<file path="config.mk">
export PLATFORM = sky130hd
export DESIGN_NAME = screen_arbiter
export DESIGN_NICKNAME = d
export VERILOG_FILES = /design/src/rtl/screen_arbiter.sv
export SDC_FILE = /design/constraint.sdc
export NUM_CORES = 1
export LEC_CHECK = 0
export BUFFER_PORTS_ARGS = -buffer_cell sky130_fd_sc_hd__buf_2
export CAP_MARGIN = 15
export CORE_AREA = 3 3 136 138
export DETAILED_ROUTE_END_ITERATION = 16
export DIE_AREA = 0 0 139 141
export PLACE_DENSITY_LB_ADDON = 0.1
export SYNTH_ARGS = -nofsm -noshare
export SYNTH_HDL_FRONTEND = slang
export SYNTH_SLANG_ARGS = --single-unit
</file>
<file path="constraint.sdc">
create_clock -name clock -period 3.2 [get_ports clock]
set_clock_uncertainty 0.2 [all_clocks]
set_input_delay 0.64 -clock clock [delete_from_list [all_inputs] [get_ports clock]]
set_output_delay 0.64 -clock clock [all_outputs]
set_load 0.005 [all_outputs]
</file>
<file path="src/rtl/screen_arbiter.sv">
// ----------------------------------------------------------------------------
// screen_arbiter : round-robin owner arbitration of one screen_writer among N
//                  drawing engines, with command mux and done routing.
// Revision       : 1.0
// ----------------------------------------------------------------------------
`default_nettype none

module screen_arbiter #(
  parameter int WIDTH        = 16,
  parameter int COLOUR_WIDTH = 3,
  parameter int N            = 3
) (
  input  logic                      clock,
  input  logic                      reset,
  input  logic [N-1:0]              req,
  output logic [N-1:0]              grant,
  input  logic [N-1:0]              rq_screen_start,
  input  logic [N*COLOUR_WIDTH-1:0] rq_new_screen_colour,
  input  logic [N*WIDTH-1:0]        rq_screen_x_min,
  input  logic [N*WIDTH-1:0]        rq_screen_y_min,
  input  logic [N*WIDTH-1:0]        rq_screen_x_range,
  input  logic [N*WIDTH-1:0]        rq_screen_y_range,
  output logic [N-1:0]              rq_screen_done,
  output logic [WIDTH-1:0]          rq_screen_x,
  output logic [WIDTH-1:0]          rq_screen_y,
  output logic [COLOUR_WIDTH-1:0]   rq_old_screen_colour,
  output logic                      screen_start,
  output logic [COLOUR_WIDTH-1:0]   new_screen_colour,
  output logic [WIDTH-1:0]          screen_x_min,
  output logic [WIDTH-1:0]          screen_y_min,
  output logic [WIDTH-1:0]          screen_x_range,
  output logic [WIDTH-1:0]          screen_y_range,
  input  logic [WIDTH-1:0]          screen_x,
  input  logic [WIDTH-1:0]          screen_y,
  input  logic [COLOUR_WIDTH-1:0]   old_screen_colour,
  input  logic                      screen_done
);

  localparam int OW = (N > 1) ? $clog2(N) : 1;

  typedef enum logic [1:0] {
    ST_IDLE  = 2'd0,
    ST_OWNED = 2'd1,
    ST_BUSY  = 2'd2
  } state_t;

  state_t          r_state;
  logic [N-1:0]    r_grant;
  logic [OW-1:0]   r_owner;
  logic [OW-1:0]   r_ptr;

  logic            w_found;
  logic [OW-1:0]   w_pick;
  logic [OW-1:0]   w_owner_next;
  logic            w_owner_start;
  logic            w_owner_req;
  logic            w_active;
  logic [COLOUR_WIDTH-1:0] w_colour;
  logic [WIDTH-1:0] w_x_min;
  logic [WIDTH-1:0] w_y_min;
  logic [WIDTH-1:0] w_x_range;
  logic [WIDTH-1:0] w_y_range;

  // Round-robin search: descending scan so the smallest offset from ptr wins.
  always_comb begin
    int idx;
    idx     = 0;
    w_found = 1'b0;
    w_pick  = '0;
    for (int k = N - 1; k >= 0; k--) begin
      idx = int'(r_ptr) + k;
      if (idx >= N) idx = idx - N;
      if (req[idx[OW-1:0]]) begin
        w_found = 1'b1;
        w_pick  = idx[OW-1:0];
      end
    end
  end

  always_comb begin
    w_owner_start = 1'b0;
    w_owner_req   = 1'b0;
    w_colour      = '0;
    w_x_min       = '0;
    w_y_min       = '0;
    w_x_range     = '0;
    w_y_range     = '0;
    for (int i = 0; i < N; i++) begin
      if (r_owner == OW'(i)) begin
        w_owner_start = rq_screen_start[i];
        w_owner_req   = req[i];
        w_colour      = rq_new_screen_colour[i*COLOUR_WIDTH +: COLOUR_WIDTH];
        w_x_min       = rq_screen_x_min[i*WIDTH +: WIDTH];
        w_y_min       = rq_screen_y_min[i*WIDTH +: WIDTH];
        w_x_range     = rq_screen_x_range[i*WIDTH +: WIDTH];
        w_y_range     = rq_screen_y_range[i*WIDTH +: WIDTH];
      end
    end
  end

  assign w_owner_next = (r_owner == OW'(N - 1)) ? '0 : r_owner + OW'(1);
  assign w_active     = (r_state != ST_IDLE);

  always_ff @(posedge clock) begin
    if (reset) begin
      r_state <= ST_IDLE;
      r_grant <= '0;
      r_owner <= '0;
      r_ptr   <= '0;
    end else begin
      case (r_state)
        ST_IDLE: begin
          if (w_found) begin
            r_owner <= w_pick;
            r_grant <= {{(N-1){1'b0}}, 1'b1} << w_pick;
            r_state <= ST_OWNED;
          end
        end
        ST_OWNED: begin
          // A start in the same cycle as a dropped req keeps ownership.
          if (w_owner_start) begin
            r_state <= ST_BUSY;
          end else if (!w_owner_req) begin
            r_grant <= '0;
            r_ptr   <= w_owner_next;
            r_state <= ST_IDLE;
          end
        end
        ST_BUSY: begin
          if (screen_done) r_state <= ST_OWNED;
        end
        default: begin
          r_state <= ST_IDLE;
          r_grant <= '0;
        end
      endcase
    end
  end

  assign grant             = r_grant;
  assign screen_start      = (r_state == ST_OWNED) && w_owner_start;
  assign new_screen_colour = w_active ? w_colour  : '0;
  assign screen_x_min      = w_active ? w_x_min   : '0;
  assign screen_y_min      = w_active ? w_y_min   : '0;
  assign screen_x_range    = w_active ? w_x_range : '0;
  assign screen_y_range    = w_active ? w_y_range : '0;
  assign rq_screen_done    = ((r_state == ST_BUSY) && screen_done) ? r_grant : '0;

  assign rq_screen_x          = screen_x;
  assign rq_screen_y          = screen_y;
  assign rq_old_screen_colour = old_screen_colour;

endmodule

`default_nettype wire

</file>
==> flow_metrics.tcl <==
set metrics [dict create \
    r2r-end "grant[1]" \
    die_w_um 139 \
    clockBufferDepth 2 \
    first_pass_iters 6 \
    critical-path-max-stage-delay_ps 650 \
    cts_hold_buf 0 \
    synth.cell_area_mm2 0.00259 \
    required_ps 2360 \
    postRouteAntennaNets 0 \
    numCtsBuffers 3 \
    h-tree-depth 1 \
    rsz0062_at_grt "no" \
    finalMaxSlewViolations 0 \
    path_class "reg2out" \
    gp_congestion 0.860 \
    ys_seq_elements 9 \
    clk_pin_slew_ps 40 \
    cts_tree "yes" \
    irDropWorstVdd_uv 210 \
    critPathTopFamily "flip-flops" \
    p_int_w 0.000743 \
    post-cts-setup-buffer-count 0 \
    gr-total-overflow 0 \
    placedCellCount 869 \
    worstSkewPairLatency_ps 240 \
    rr_startpoint "r_state[1]" \
    die_area_mm2 0.0196 \
    syn_to_final_growth_pct 57.1 \
    cellPowerDensity_mw_per_mm2 325 \
    cts_resized 0 \
    timing.setup.tns_ps 0 \
    relSlewSlack 0.463 \
    synth_cell_type_count 34 \
    crit_fanout 26 \
    critPathCaptureType "output pin" \
    switchingPower_w 0.000576 \
    portBuffers 283 \
    io_pins 354 \
    nNetsFinal 898 \
    critPathMostFrequentCell "nor2_1" \
    status "finished, final reports clean" \
    path_buf_inv 2 \
    drv_cap 0 \
    comb_power_share 0.701 \
    switching_share 0.437 \
    grt_start_max_net_pins 73 \
    die_h_um 141 \
    start_util 0.150 \
    total_power_w 0.00132 \
    routedWlPerCell_um 15.3 \
    hold_viol 0 \
    initialDrtViolationCount 90 \
    hpwl_mm 10.9 \
    min_to "grant[1]" \
    p_leak_nw 2.15 \
    holdPathStages 2 \
    grt_first_pass_wirelength_mm 20.1 \
    tightest_slew_ps 805 \
    min_period_ps 2800 \
    clock-sinks 9 \
    remaining_drc_errors 0 \
    syn_inst 421 \
    layout-drive-gt1-share 0.465 \
    final_common_cell "buf_2" \
    cts_root_buf "clkbuf_16" \
    clkPwrFrac 0.170 \
    synth_top_family_by_area "simple AND/OR/NAND/NOR gates" \
    seqPwrFrac 0.129 \
    finalSetupViolCount 0 \
    cp-start-kind "register" \
    gr-usage-all-layers 0.124 \
    vias_per_cell 4.19 \
    ys_seq_area_frac 0.0697 \
    rr_worst_depth 5 \
    path_depth 6 \
    core-area_mm2 0.0173 \
    yosysWarnings 0 \
    hold_start "grant[1]" \
    yosys.area_share.simple 0.279 \
    synth_adder_area_share 0.0194 \
    fillers 2080 \
    synth.area.mux_share 0.275 \
    synth_compound_area_frac 0.195 \
    final_cells 874 \
    routed_wl_mm 13.4 \
    rows 48 \
    grt_pass1_vias 3666 \
    min_period_over_period 0.874 \
    grt_antenna_before_repair 1 \
    syn_area_per_cell_um2 6.14 \
    crit_chain "buf_4 -> mux2i_1 -> nor2_1 -> a21oi_1 -> nor2_1 -> buf_2" \
    min_path_type "reg2reg" \
    vias 3664 \
    crit_slowest_cell "dfxtp_4" \
    critical_path_arrival_ps 1960 \
    regArea_um2 185 \
    max_freq_mhz 358 \
    layout_common_cells "283 x buf_2, 144 x nor2_1, 72 x a21oi_1" \
    multi_input_area_mm2 0.00200 \
    r2r_slack_ps 970 \
    syn-num-nets 670 \
    synth-xor-area-share 0 \
]
[metal layers]
layer | share of wire | global-route usage | up-vias
met5 | 0 | 0 | -
met4 | 0.024 | 0.0278 | 0
met3 | 0.068 | 0.0258 | 36
met2 | 0.52 | 0.233 | 168
met1 | 0.38 | 0.144 | 1617
li1 | - | - | 1843
[kinds of logic after synthesis]
kind of cell             count (synthesis)
buffers and inverters                   72
AND/OR/NAND/NOR                        176
multiplexers                            71
AO/OA/AOI/OAI                           89
adder cells (fa/ha/maj)                  4
flip-flops                               9
[flip-flops by register name, indices dropped and copies added, names as in the netlist]
| register | cells |
|---|---|
| grant | 3 |
| r_owner | 2 |
| r_ptr | 2 |
| r_state | 2 |
[synthesized netlist by cell type]
cell type	n	area, um^2
a21bo_1	1	10.0
a21oi_1	72	360
a221oi_1	1	8.76
a2bb2oi_1	1	8.76
a2bb2oi_2	1	15.0
a31oi_1	1	6.26
a32oi_1	2	17.5
and2_1	3	18.8
and3_1	1	6.26
buf_1	3	11.3
buf_2	14	70.1
buf_4	35	263
clkbuf_1	16	60.1
dfxtp_1	9	180
ha_1	4	50.1
inv_1	4	15.0
mux2i_1	71	711
nand2_1	6	22.5
nand2b_1	5	31.3
nand3_1	1	5.00
nand3b_1	1	7.51
nand4b_1	1	8.76
nor2_1	144	541
nor2_2	1	6.26
nor2b_1	5	31.3
nor3_1	5	25.0
o2111ai_1	1	8.76
o21ai_0	1	5.00
o21ai_1	3	15.0
o22ai_2	1	12.5
o32a_1	1	10.0
o32ai_1	3	26.3
or2_1	2	12.5
or2_2	1	6.26
[through the flow]
stage / worst slack (ps) / cell area [um^2] / util / hold slack [ps]
2_1_floorplan: 1070 / 2590 / - / 278
3_3_place_gp: 635 / 3980 / 0.230 / 297
3_5_place_dp: 596 / 3980 / 0.230 / 293
4_1_cts: 359 / 4060 / 0.235 / 303
5_1_grt: 253 / 4060 / 0.235 / 327
6_report: 405 / 4060 / 0.235 / 301
[worst register-to-register path: cells and delay by family, from the launching register on]
kind	cells	cell delay, ps
AND/OR/NAND/NOR	2	750
AO/OA/AOI/OAI	2	420
flip-flops	1	390
buffers and inverters	1	370
[layout make-up]
class / count / share of cell area
inverter: 4 / 0.00369
timing repair buffer: 291 / 0.369
multi-input combinational: 340 / 0.492
tap: 225 / 0.0693
antenna: 1 / 0.000616
sequential: 9 / 0.0456
clock buffer: 4 / 0.0194
[power groups by stage]
stage          Clock (W)  Sequential [W]  Combinational [W]
5_1_grt         0.000234        0.000174            0.00104
3_3_place_gp           0        0.000172           0.000944
2_1_floorplan          0        0.000134           0.000595
6_report        0.000225        0.000170           0.000925
3_5_place_dp           0        0.000174           0.000944
4_1_cts         0.000227        0.000171           0.000948
[worst max-delay path by stage]
stage | start | endpoint | slack (ps)
finish | r_owner[0] | screen_y_min[14] | 400
global route | r_owner[0] | screen_y_min[14] | 250
CTS | r_owner[0] | screen_y_min[14] | 360
detailed placement | r_owner[0] | screen_y_min[14] | 600
global placement | r_owner[0] | screen_y_min[7] | 640
floorplan | r_state[1] | screen_x_range[10] | 1070
Note: power is estimated with default switching activity, not from simulation.
